--- src/rtl/bean_eater_if.sv ---
`default_nettype none
// ============================================================================
// bean_eater_if : sweep request/status and RAM port B bus of the bean eater
// Revision      : 1.0
// ============================================================================
interface bean_eater_if;
    logic        start;
    logic [9:0]  px;
    logic [8:0]  py;
    logic        score_clr;
    logic [18:0] addr_b;
    logic        en_b;
    logic        we_b;
    logic        wdata_b;
    logic        rdata_b;
    logic        busy;
    logic        done;
    logic        eaten;
    logic [15:0] score;

    // master: the bean eater itself (drives the RAM port and the status)
    modport master (
        input  start, px, py, score_clr, rdata_b,
        output addr_b, en_b, we_b, wdata_b, busy, done, eaten, score
    );

    // slave: game logic plus the RAM port B it talks to
    modport slave (
        output start, px, py, score_clr, rdata_b,
        input  addr_b, en_b, we_b, wdata_b, busy, done, eaten, score
    );
endinterface
`default_nettype wire

--- src/rtl/bean_eater.sv ---
`default_nettype none
// ============================================================================
// bean_eater : sweeps the sprite footprint in the bean bitmap, clears beans
//              and adds a saturating score once per sweep that ate something
// Revision   : 1.0
// ============================================================================
module bean_eater #(
    parameter int H_RES  = 640,
    parameter int V_RES  = 480,
    parameter int EAT_W  = 8,
    parameter int RD_LAT = 1,
    parameter int POINTS = 10
) (
    input  logic         clk,
    input  logic         rst,
    bean_eater_if.master bus
);
    localparam int c_DW = (EAT_W > 1) ? $clog2(EAT_W) : 1;
    localparam int c_LW = (RD_LAT > 1) ? $clog2(RD_LAT) : 1;

    localparam logic [c_DW-1:0] c_D_MAX    = c_DW'(EAT_W - 1);
    localparam logic [c_LW-1:0] c_LAT_LOAD = c_LW'(RD_LAT - 1);
    localparam logic [10:0]     c_X_LIM    = 11'(H_RES);
    localparam logic [9:0]      c_Y_LIM    = 10'(V_RES);
    localparam logic [18:0]     c_ROW      = 19'(H_RES);
    localparam logic [16:0]     c_PTS      = 17'(POINTS);

    localparam logic [2:0] c_IDLE  = 3'd0;
    localparam logic [2:0] c_READ  = 3'd1;
    localparam logic [2:0] c_WAIT  = 3'd2;
    localparam logic [2:0] c_CHECK = 3'd3;
    localparam logic [2:0] c_NEXT  = 3'd4;
    localparam logic [2:0] c_FIN   = 3'd5;

    logic [2:0]      r_state;
    logic [2:0]      w_next;
    logic [9:0]      r_px;
    logic [8:0]      r_py;
    logic [c_DW-1:0] r_dx;
    logic [c_DW-1:0] r_dy;
    logic [c_DW-1:0] w_nx_dx;
    logic [c_DW-1:0] w_nx_dy;
    logic [c_LW-1:0] r_lat;
    logic            r_hit;
    logic            r_rd_bit;
    logic [15:0]     r_score;

    logic [10:0]     w_cur_x;
    logic [9:0]      w_cur_y;
    logic [10:0]     w_nxt_x;
    logic [9:0]      w_nxt_y;
    logic            w_start_in;
    logic            w_nxt_in;
    logic            w_last;
    logic [18:0]     w_addr;
    logic [16:0]     w_sum;

    logic [18:0]     w_addr_b;
    logic            w_en_b;
    logic            w_we_b;
    logic            w_busy;
    logic            w_done;
    logic            w_eaten;

    // Footprint walk: dx runs fastest, wrapping into dy at the row end.
    always_comb begin
        w_last = (r_dx == c_D_MAX) && (r_dy == c_D_MAX);
        if (r_dx == c_D_MAX) begin
            w_nx_dx = '0;
            w_nx_dy = r_dy + 1'b1;
        end else begin
            w_nx_dx = r_dx + 1'b1;
            w_nx_dy = r_dy;
        end
    end

    // Sums are one bit wider than the coordinates so an off-screen pixel
    // can never alias back onto the screen.
    assign w_cur_x    = {1'b0, r_px} + 11'(r_dx);
    assign w_cur_y    = {1'b0, r_py} + 10'(r_dy);
    assign w_nxt_x    = {1'b0, r_px} + 11'(w_nx_dx);
    assign w_nxt_y    = {1'b0, r_py} + 10'(w_nx_dy);
    assign w_start_in = ({1'b0, bus.px} < c_X_LIM) && ({1'b0, bus.py} < c_Y_LIM);
    assign w_nxt_in   = (w_nxt_x < c_X_LIM) && (w_nxt_y < c_Y_LIM);
    assign w_addr     = 19'(w_cur_y) * c_ROW + 19'(w_cur_x);
    assign w_sum      = {1'b0, r_score} + c_PTS;

    always_ff @(posedge clk) begin
        if (rst) begin
            r_state <= c_IDLE;
        end else begin
            r_state <= w_next;
        end
    end

    always_comb begin
        w_next = r_state;
        case (r_state)
            c_IDLE: begin
                if (bus.start) begin
                    w_next = w_start_in ? c_READ : c_NEXT;
                end
            end
            c_READ: begin
                w_next = c_WAIT;
            end
            c_WAIT: begin
                if (r_lat == '0) begin
                    w_next = c_CHECK;
                end
            end
            c_CHECK: begin
                w_next = c_NEXT;
            end
            c_NEXT: begin
                if (w_last) begin
                    w_next = c_FIN;
                end else if (w_nxt_in) begin
                    w_next = c_READ;
                end else begin
                    w_next = c_NEXT;
                end
            end
            c_FIN: begin
                w_next = c_IDLE;
            end
            default: begin
                w_next = c_IDLE;
            end
        endcase
    end

    always_comb begin
        w_addr_b = '0;
        w_en_b   = 1'b0;
        w_we_b   = 1'b0;
        w_busy   = 1'b1;
        w_done   = 1'b0;
        w_eaten  = 1'b0;
        case (r_state)
            c_IDLE: begin
                w_busy = 1'b0;
            end
            c_READ: begin
                w_addr_b = w_addr;
                w_en_b   = 1'b1;
            end
            c_WAIT: begin
                w_addr_b = w_addr;
            end
            c_CHECK: begin
                w_addr_b = w_addr;
                w_en_b   = r_rd_bit;
                w_we_b   = r_rd_bit;
            end
            c_NEXT: begin
                w_busy = 1'b1;
            end
            c_FIN: begin
                w_busy  = 1'b0;
                w_done  = 1'b1;
                w_eaten = r_hit;
            end
            default: begin
                w_busy = 1'b0;
            end
        endcase
    end

    always_ff @(posedge clk) begin
        if (rst) begin
            r_px     <= '0;
            r_py     <= '0;
            r_dx     <= '0;
            r_dy     <= '0;
            r_lat    <= '0;
            r_hit    <= 1'b0;
            r_rd_bit <= 1'b0;
        end else begin
            case (r_state)
                c_IDLE: begin
                    if (bus.start) begin
                        r_px  <= bus.px;
                        r_py  <= bus.py;
                        r_dx  <= '0;
                        r_dy  <= '0;
                        r_hit <= 1'b0;
                    end
                end
                c_READ: begin
                    r_lat <= c_LAT_LOAD;
                end
                c_WAIT: begin
                    // Capture the bit on its valid cycle; CHECK acts on it.
                    if (r_lat == '0) begin
                        r_rd_bit <= bus.rdata_b;
                    end else begin
                        r_lat <= r_lat - 1'b1;
                    end
                end
                c_CHECK: begin
                    if (r_rd_bit) begin
                        r_hit <= 1'b1;
                    end
                end
                c_NEXT: begin
                    r_dx <= w_nx_dx;
                    r_dy <= w_nx_dy;
                end
                default: begin
                end
            endcase
        end
    end

    // A clear wins over the increment of a sweep finishing in the same cycle.
    always_ff @(posedge clk) begin
        if (rst) begin
            r_score <= '0;
        end else if (bus.score_clr) begin
            r_score <= '0;
        end else if ((r_state == c_FIN) && r_hit) begin
            r_score <= w_sum[16] ? 16'hFFFF : w_sum[15:0];
        end
    end

    assign bus.addr_b  = w_addr_b;
    assign bus.en_b    = w_en_b;
    assign bus.we_b    = w_we_b;
    assign bus.wdata_b = 1'b0;
    assign bus.busy    = w_busy;
    assign bus.done    = w_done;
    assign bus.eaten   = w_eaten;
    assign bus.score   = r_score;
endmodule
`default_nettype wire

--- src/flat_wrapper.sv ---
// flat-port wrapper written by rule: the top's interface ports become plain ports
module bean_eater_flat 
#(
    parameter int H_RES  = 640,
    parameter int V_RES  = 480,
    parameter int EAT_W  = 8,
    parameter int RD_LAT = 1,
    parameter int POINTS = 10
)
  (clk, rst, bus_start, bus_px, bus_py, bus_score_clr, bus_rdata_b, bus_addr_b, bus_en_b, bus_we_b, bus_wdata_b, bus_busy, bus_done, bus_eaten, bus_score);
  bean_eater_if bus_i ();
  input  logic clk;
  input  logic rst;
  input wire logic [$bits(bus_i.start)-1:0] bus_start;
  input wire logic [$bits(bus_i.px)-1:0] bus_px;
  input wire logic [$bits(bus_i.py)-1:0] bus_py;
  input wire logic [$bits(bus_i.score_clr)-1:0] bus_score_clr;
  input wire logic [$bits(bus_i.rdata_b)-1:0] bus_rdata_b;
  output wire logic [$bits(bus_i.addr_b)-1:0] bus_addr_b;
  output wire logic [$bits(bus_i.en_b)-1:0] bus_en_b;
  output wire logic [$bits(bus_i.we_b)-1:0] bus_we_b;
  output wire logic [$bits(bus_i.wdata_b)-1:0] bus_wdata_b;
  output wire logic [$bits(bus_i.busy)-1:0] bus_busy;
  output wire logic [$bits(bus_i.done)-1:0] bus_done;
  output wire logic [$bits(bus_i.eaten)-1:0] bus_eaten;
  output wire logic [$bits(bus_i.score)-1:0] bus_score;
  assign bus_i.start = bus_start;
  assign bus_i.px = bus_px;
  assign bus_i.py = bus_py;
  assign bus_i.score_clr = bus_score_clr;
  assign bus_i.rdata_b = bus_rdata_b;
  assign bus_addr_b = bus_i.addr_b;
  assign bus_en_b = bus_i.en_b;
  assign bus_we_b = bus_i.we_b;
  assign bus_wdata_b = bus_i.wdata_b;
  assign bus_busy = bus_i.busy;
  assign bus_done = bus_i.done;
  assign bus_eaten = bus_i.eaten;
  assign bus_score = bus_i.score;
  bean_eater #(.H_RES(H_RES), .V_RES(V_RES), .EAT_W(EAT_W), .RD_LAT(RD_LAT), .POINTS(POINTS)) u_core (.clk(clk), .rst(rst), .bus(bus_i));
endmodule
--- config.mk ---
export PLATFORM = sky130hd
export DESIGN_NAME = bean_eater_flat
export DESIGN_NICKNAME = d
export VERILOG_FILES = /design/src/rtl/bean_eater_if.sv /design/src/rtl/bean_eater.sv /design/src/flat_wrapper.sv
export SDC_FILE = /design/constraint.sdc
export NUM_CORES = 1
export LEC_CHECK = 0
export CAP_MARGIN = 30
export CORE_ASPECT_RATIO = 1.5
export CORE_UTILIZATION = 55
export CTS_BUF_LIST = sky130_fd_sc_hd__clkbuf_8
export DETAILED_ROUTE_END_ITERATION = 8
export GPL_ROUTABILITY_DRIVEN = 0
export PLACE_DENSITY_LB_ADDON = 0.25
export SYNTH_ARGS = -nofsm -noshare
export SYNTH_HDL_FRONTEND = slang
export SYNTH_SLANG_ARGS = --single-unit
--- constraint.sdc ---
create_clock -name clk -period 7.5 [get_ports clk]
set_input_delay 2.25 -clock clk [delete_from_list [all_inputs] [get_ports clk]]
set_output_delay 2.25 -clock clk [all_outputs]
set_load 0.01 [all_outputs]
; Yosys cells after proc, flatten, opt, wreduce, memory -nomap -nowiden
; Cells that the tools add are included.
[totals]
reg_bits = 47
in_bits = 24
output_inout_bits = 41
word_cells = 73
[op_classes]
addsub = 9
mul = 1
order_cmp = 4
n_eq_ne = 10
n_mux = 23
bitwise = 1
reduce_logical = 16
[ops]
columns = op, n
row1 = 2-to-1 mux 3 bit, 8
row2 = adder 10 x 3 -> 11 bit, 2
row3 = adder 9 x 3 -> 10 bit, 2
row4 = adder 19 x 11 -> 19 bit, 1
row5 = 2-to-1 mux 19 bit, 1
row6 = "adder 16 x 4 -> 17 bit, second input constant", 1
row7 = 2-to-1 mux 16 bit, 1
row8 = one-hot mux 3 bit (5 select lines), 1
row9 = "== test 3 bit, second input constant", 4
row10 = "multiplier 10 x 3 -> 12 bit, second input constant", 1
row11 = one-hot mux 3 bit (2 select lines), 2
row12 = "less-than comparator 11 x 10 -> 1 bit, second input constant", 1
row13 = "less-than comparator 10 bit, second input constant", 1
row14 = "less-than comparator 10 x 9 -> 1 bit, second input constant", 1
row15 = "less-than comparator 9 bit, second input constant", 1
row16 = AND reduction 2 bit, 4
row17 = 2-to-1 mux 1 bit, 7
row18 = "adder 3 x 1 -> 3 bit, second input constant", 2
row19 = "== test 3 x 2 -> 1 bit, second input constant", 2
row20 = one-hot mux 1 bit (2 select lines), 3
row21 = nonzero test 2 bit, 3
row22 = logical AND 1 bit, 4
row23 = "inequality test 2 bit, second input constant", 2
row24 = OR reduction 4 bit, 1
row25 = other kinds (8), 8

; Longest topological paths before layout
[depth]
word_depth = 8
mapped_depth = 14
depth_no_buf = 14

; Least setup slack after synthesis
; OpenSTA, ideal clock, no wires.
[synth_path]
kind = reg-to-output
from = register u_core.r_dy[0]
to = output port bus_addr_b[17]
t_arrival_ns = 3.709
required_ns = 5.250
setup_slack_ns = 1.541
path_stages_with_launch = 14
n_path_buf = 0
cell_sequence = dfxtp_1 ha_1 fa_1 a21oi_1 or2b_1 xnor2_1 ha_1 fa_1 a211oi_1 nor2_1 nor4_2 nand2b_1 a2111o_1 a21oi_1
[synth_between]
elab_chain_cells = 4
[synth_rtl]
columns = item, line_no
row1 = from (decl), bean_eater.sv:40  ; logic [c_DW-1:0] r_dy;
row2 = from (signal assigned), bean_eater.sv:208  ; r_dy <= w_nx_dy;
row3 = adder 9 x 3 -> 10 bit, bean_eater.sv:80  ; assign w_cur_y = {1'b0, r_py} + 10'(r_dy);
row4 = multiplier 10 x 3 -> 12 bit, bean_eater.sv:85  ; assign w_addr = 19'(w_cur_y) * c_ROW + 19'(w_cur_x);
row5 = adder 19 x 11 -> 19 bit, bean_eater.sv:85
row6 = 2-to-1 mux 19 bit, bean_eater.sv:140  ; case (r_state)
row7 = to (decl), flat_wrapper.sv:19  ; output wire logic [$bits(bus_i.addr_b)-1:0] bus_addr_b;
; Every way passes these cells.

; Worst setup path in the final report
[layout_path]
from = register u_core.r_dy[0]
to = output port bus_addr_b[18]
; Same word-level chain as after synthesis.

==> flow_metrics.tcl <==
set metrics [dict create \
    status "finished clean" \
    synth_top_area_cell "dfxtp_1" \
    antennaDiodeCount 0 \
    drtPass1Iterations 4 \
    hold_path_class "reg -> reg" \
    syn-num-nets 485 \
    wl_per_cell_um 14.1 \
    fin_hold_ws_ns 0.465 \
    grt_util_met1_pct 29.5 \
    yosysTopAreaCellShare_pct 27.5 \
    cp_max_fo 5 \
    cpMaxStageDelayCell "clkdlybuf4s50_1" \
    max_slew_margin_pct 47.7 \
    core_um2 5830 \
    cts_tree "yes" \
    vias 3247 \
    synth_ff_type "dfxtp_1" \
    netlist_instances 426 \
    cts_buffer_depth 2 \
    yosys_warnings 0 \
    rsz0062_at_grt "no" \
    grt.total_usage_pct 26.6 \
    drtIter0Drc 121 \
    first_global_vias 3169 \
    timing.rr.end "u_core.r_state[2]$_SDFFE_PP0P_" \
    slowest_delay_ns 0.55 \
    drive_gt1_share_pct 5.80 \
    seqCellArea_um2 921 \
    irDropWorstVdd_v 0.000168 \
    setup_viol 0 \
    cp.arrival_ns 4.84 \
    antenna_found_initial 0 \
    ys_top_cells_by_area "dfxtp_1 (27%), ha_1 (12%), a21oi_1 (7.3%), nand2_1 (6.6%), nor2_1 (5.5%)" \
    place.port_buffers 63 \
    netlist_area_um2 3350 \
    endpoint "bus_addr_b[18]" \
    synth-seq-area-share_pct 27.5 \
    cts-htree-levels 2 \
    holdPathStages 2 \
    drc 0 \
    cts_sinks 46 \
    post_cts_resized 0 \
    pin_count 65 \
    grt_max_degree 26 \
    wl_um 7830 \
    die_h_um 97.6 \
    nFillCells 493 \
    synth_edf_count 0 \
    cts-root-buf "clkbuf_8" \
    die_area_um2 6410 \
    mostFrequentLayoutCells "clkdlybuf4s50_1 (63), nand2_1 (59), nor2_1 (49), a21oi_1 (49), dfxtp_1 (46)" \
    grt.overflow.total 0 \
    fin_skew_ns 0.00724 \
    fmaxAchievable_mhz 141 \
    crit_type "reg -> out" \
    r2r-start "u_core.r_dx[0]$_SDFFE_PP0P_" \
    fin_crit_ns 7.09 \
    clkTransAtPathRegs_ns 0.09 \
    async_reset_ff_share_pct 0 \
    r2r_slack_ns 4.71 \
    final_common_cell "clkdlybuf4s50_1" \
    fin_setup_tns_ns 0 \
    worstSetupStartpoint "u_core.r_dy[0]$_SDFFE_PP0P_" \
    floorplan.initialDensity_pct 57.5 \
    finish.net_count 541 \
    end_kind "primary output" \
    cp_num_cells 14 \
    yosys_register_bits 46 \
    clk_latency_ns 0.29 \
    p_leak_nw 1.63 \
    viasPerCell 5.85 \
    grtUsageMet2_pct 48.0 \
    synth.distinct_cells 61 \
    busiest_layer "met2" \
    finalHoldViolCount 0 \
    grt_pass1_wl_um 13700 \
    start_kind "register" \
    met3_usage_pct 3.29 \
    powerDensity_nw_per_um2 172 \
    crit_buf_inv 1 \
    worstRegToRegCells 9 \
    syn-mean-instance-area_um2 7.87 \
    cap_violations 0 \
    ant_nets 0 \
    placementRows 34 \
    crit_family "adder cells" \
    period_share_pct 94.6 \
    worstPathRequired_ns 5.25 \
    cts_setup_buffers 0 \
    finish.utilization_pct 71.3 \
    post-dp-hpwl_um 6120 \
    multi_input_area_um2 2350 \
    syn_to_final_growth_pct 24.0 \
    worst_pin_slew_ns 0.782 \
    cts_hold_buf 0 \
    drv_slew 0 \
    dieWidth_um 65.7 \
    worstPathCellList "ha_1, fa_1, a21oi_1, or2b_1, xnor2_1, ha_1, fa_1, a211oi_1, nor2_1, nor4_2, nor3b_1, nand4_1, mux2i_1, clkdlybuf4s50_1" \
    cts-buffers-inserted 5 \
]
[worst min-delay path by stage]
stage	startpoint	to	slack [ns]
final	u_core.bus.score[0]$_SDFFE_PP0P_	u_core.bus.score[0]$_SDFFE_PP0P_	0.46
after global routing	u_core.bus.score[0]$_SDFFE_PP0P_	u_core.bus.score[0]$_SDFFE_PP0P_	0.48
after CTS	u_core.bus.score[0]$_SDFFE_PP0P_	u_core.bus.score[0]$_SDFFE_PP0P_	0.47
after detailed placement	u_core.bus.score[0]$_SDFFE_PP0P_	u_core.bus.score[0]$_SDFFE_PP0P_	0.45
after global placement	u_core.bus.score[0]$_SDFFE_PP0P_	u_core.bus.score[0]$_SDFFE_PP0P_	0.44
after floorplan	u_core.r_rd_bit$_SDFFE_PP0P_	u_core.r_rd_bit$_SDFFE_PP0P_	0.45
[synth_stat cells, types with 7 or more instances]
master and instances:
a21o_1 7, a21oi_1 49, clkbuf_1 13, dfxtp_1 46, ha_1 32, inv_1 7
nand2_1 59, nand3_1 9, nand4_1 9, nor2_1 49, nor3_1 14, o21ai_0 13
xnor2_1 12, xor2_1 18
[per-stage QoR]
| stage | instances | setup slack, ns | power (mW) | instance area, um2 |
|---|---|---|---|---|
| final | 555 | 0.409 | 0.715 | 4150 |
| after global placement | 546 | 0.833 | 0.539 | 4020 |
| after global routing | 555 | 0.105 | 0.764 | 4150 |
| after detailed placement | 547 | 0.719 | 0.547 | 4050 |
| after floorplan | 426 | 1.54 | 0.460 | 3350 |
| after CTS | 555 | 0.377 | 0.717 | 4150 |
[metal layers]
layer	wire length [um]	share of wire [%]	vias to the layer above
met3	225	2.9	25
li1	-	-	1635
met2	4110	52	82
met4	287	3.7	0
met5	0	0	-
met1	3210	41	1505
[logic make-up (layout without fill, tap and decap cells)]
family | Yosys count | count (layout) | share of synthesized area (%)
AND/OR/NAND/NOR | 183 | 183 | 27.3
other | 1 | 1 | 0.112
multiplexers | 4 | 4 | 1.27
buffers and inverters | 23 | 80 | 2.69
AO/OA/AOI/OAI | 103 | 103 | 18.9
XOR/XNOR | 31 | 31 | 8.51
flip-flops | 46 | 46 | 27.5
adder cells (fa/ha/maj) | 35 | 35 | 13.7
[power breakdown]
| group | total, mW | internal [mW] | switching (mW) | leakage [nW] |
|---|---|---|---|---|
| clock network | 0.172 | 0.0847 | 0.0872 | 0.0544 |
| registers | 0.292 | 0.262 | 0.0297 | 0.374 |
| logic | 0.252 | 0.114 | 0.138 | 1.20 |
[area by class of cell]
class	count	share of cell area, %
inverters	7	0.633
well taps	72	2.17
multi-input cells	357	56.5
flip-flops and latches	46	22.2
repair buffers	65	16.0
clock buffers	7	2.32
clock inverters	1	0.211
[registers in the layout, indices dropped and copies added (netlist names)]
| register | cells |
|---|---|
| u_core.bus.score | 16 |
| u_core.r_px | 10 |
| u_core.r_py | 9 |
| u_core.r_dx | 3 |
| u_core.r_dy | 3 |
| u_core.r_state | 3 |
| u_core.r_hit | 1 |
| u_core.r_rd_bit | 1 |
[worst reg2reg max path: stages (launching register included)]
cell and delay [ns]:
dfxtp_1 0.43, ha_1 0.19, ha_1 0.33, mux2_2 0.39
ha_1 0.27, a31o_2 0.23, a21o_1 0.17, a31oi_1 0.26
o211ai_1 0.15, a31o_2 0.27
(Power assumes the default switching activity.)
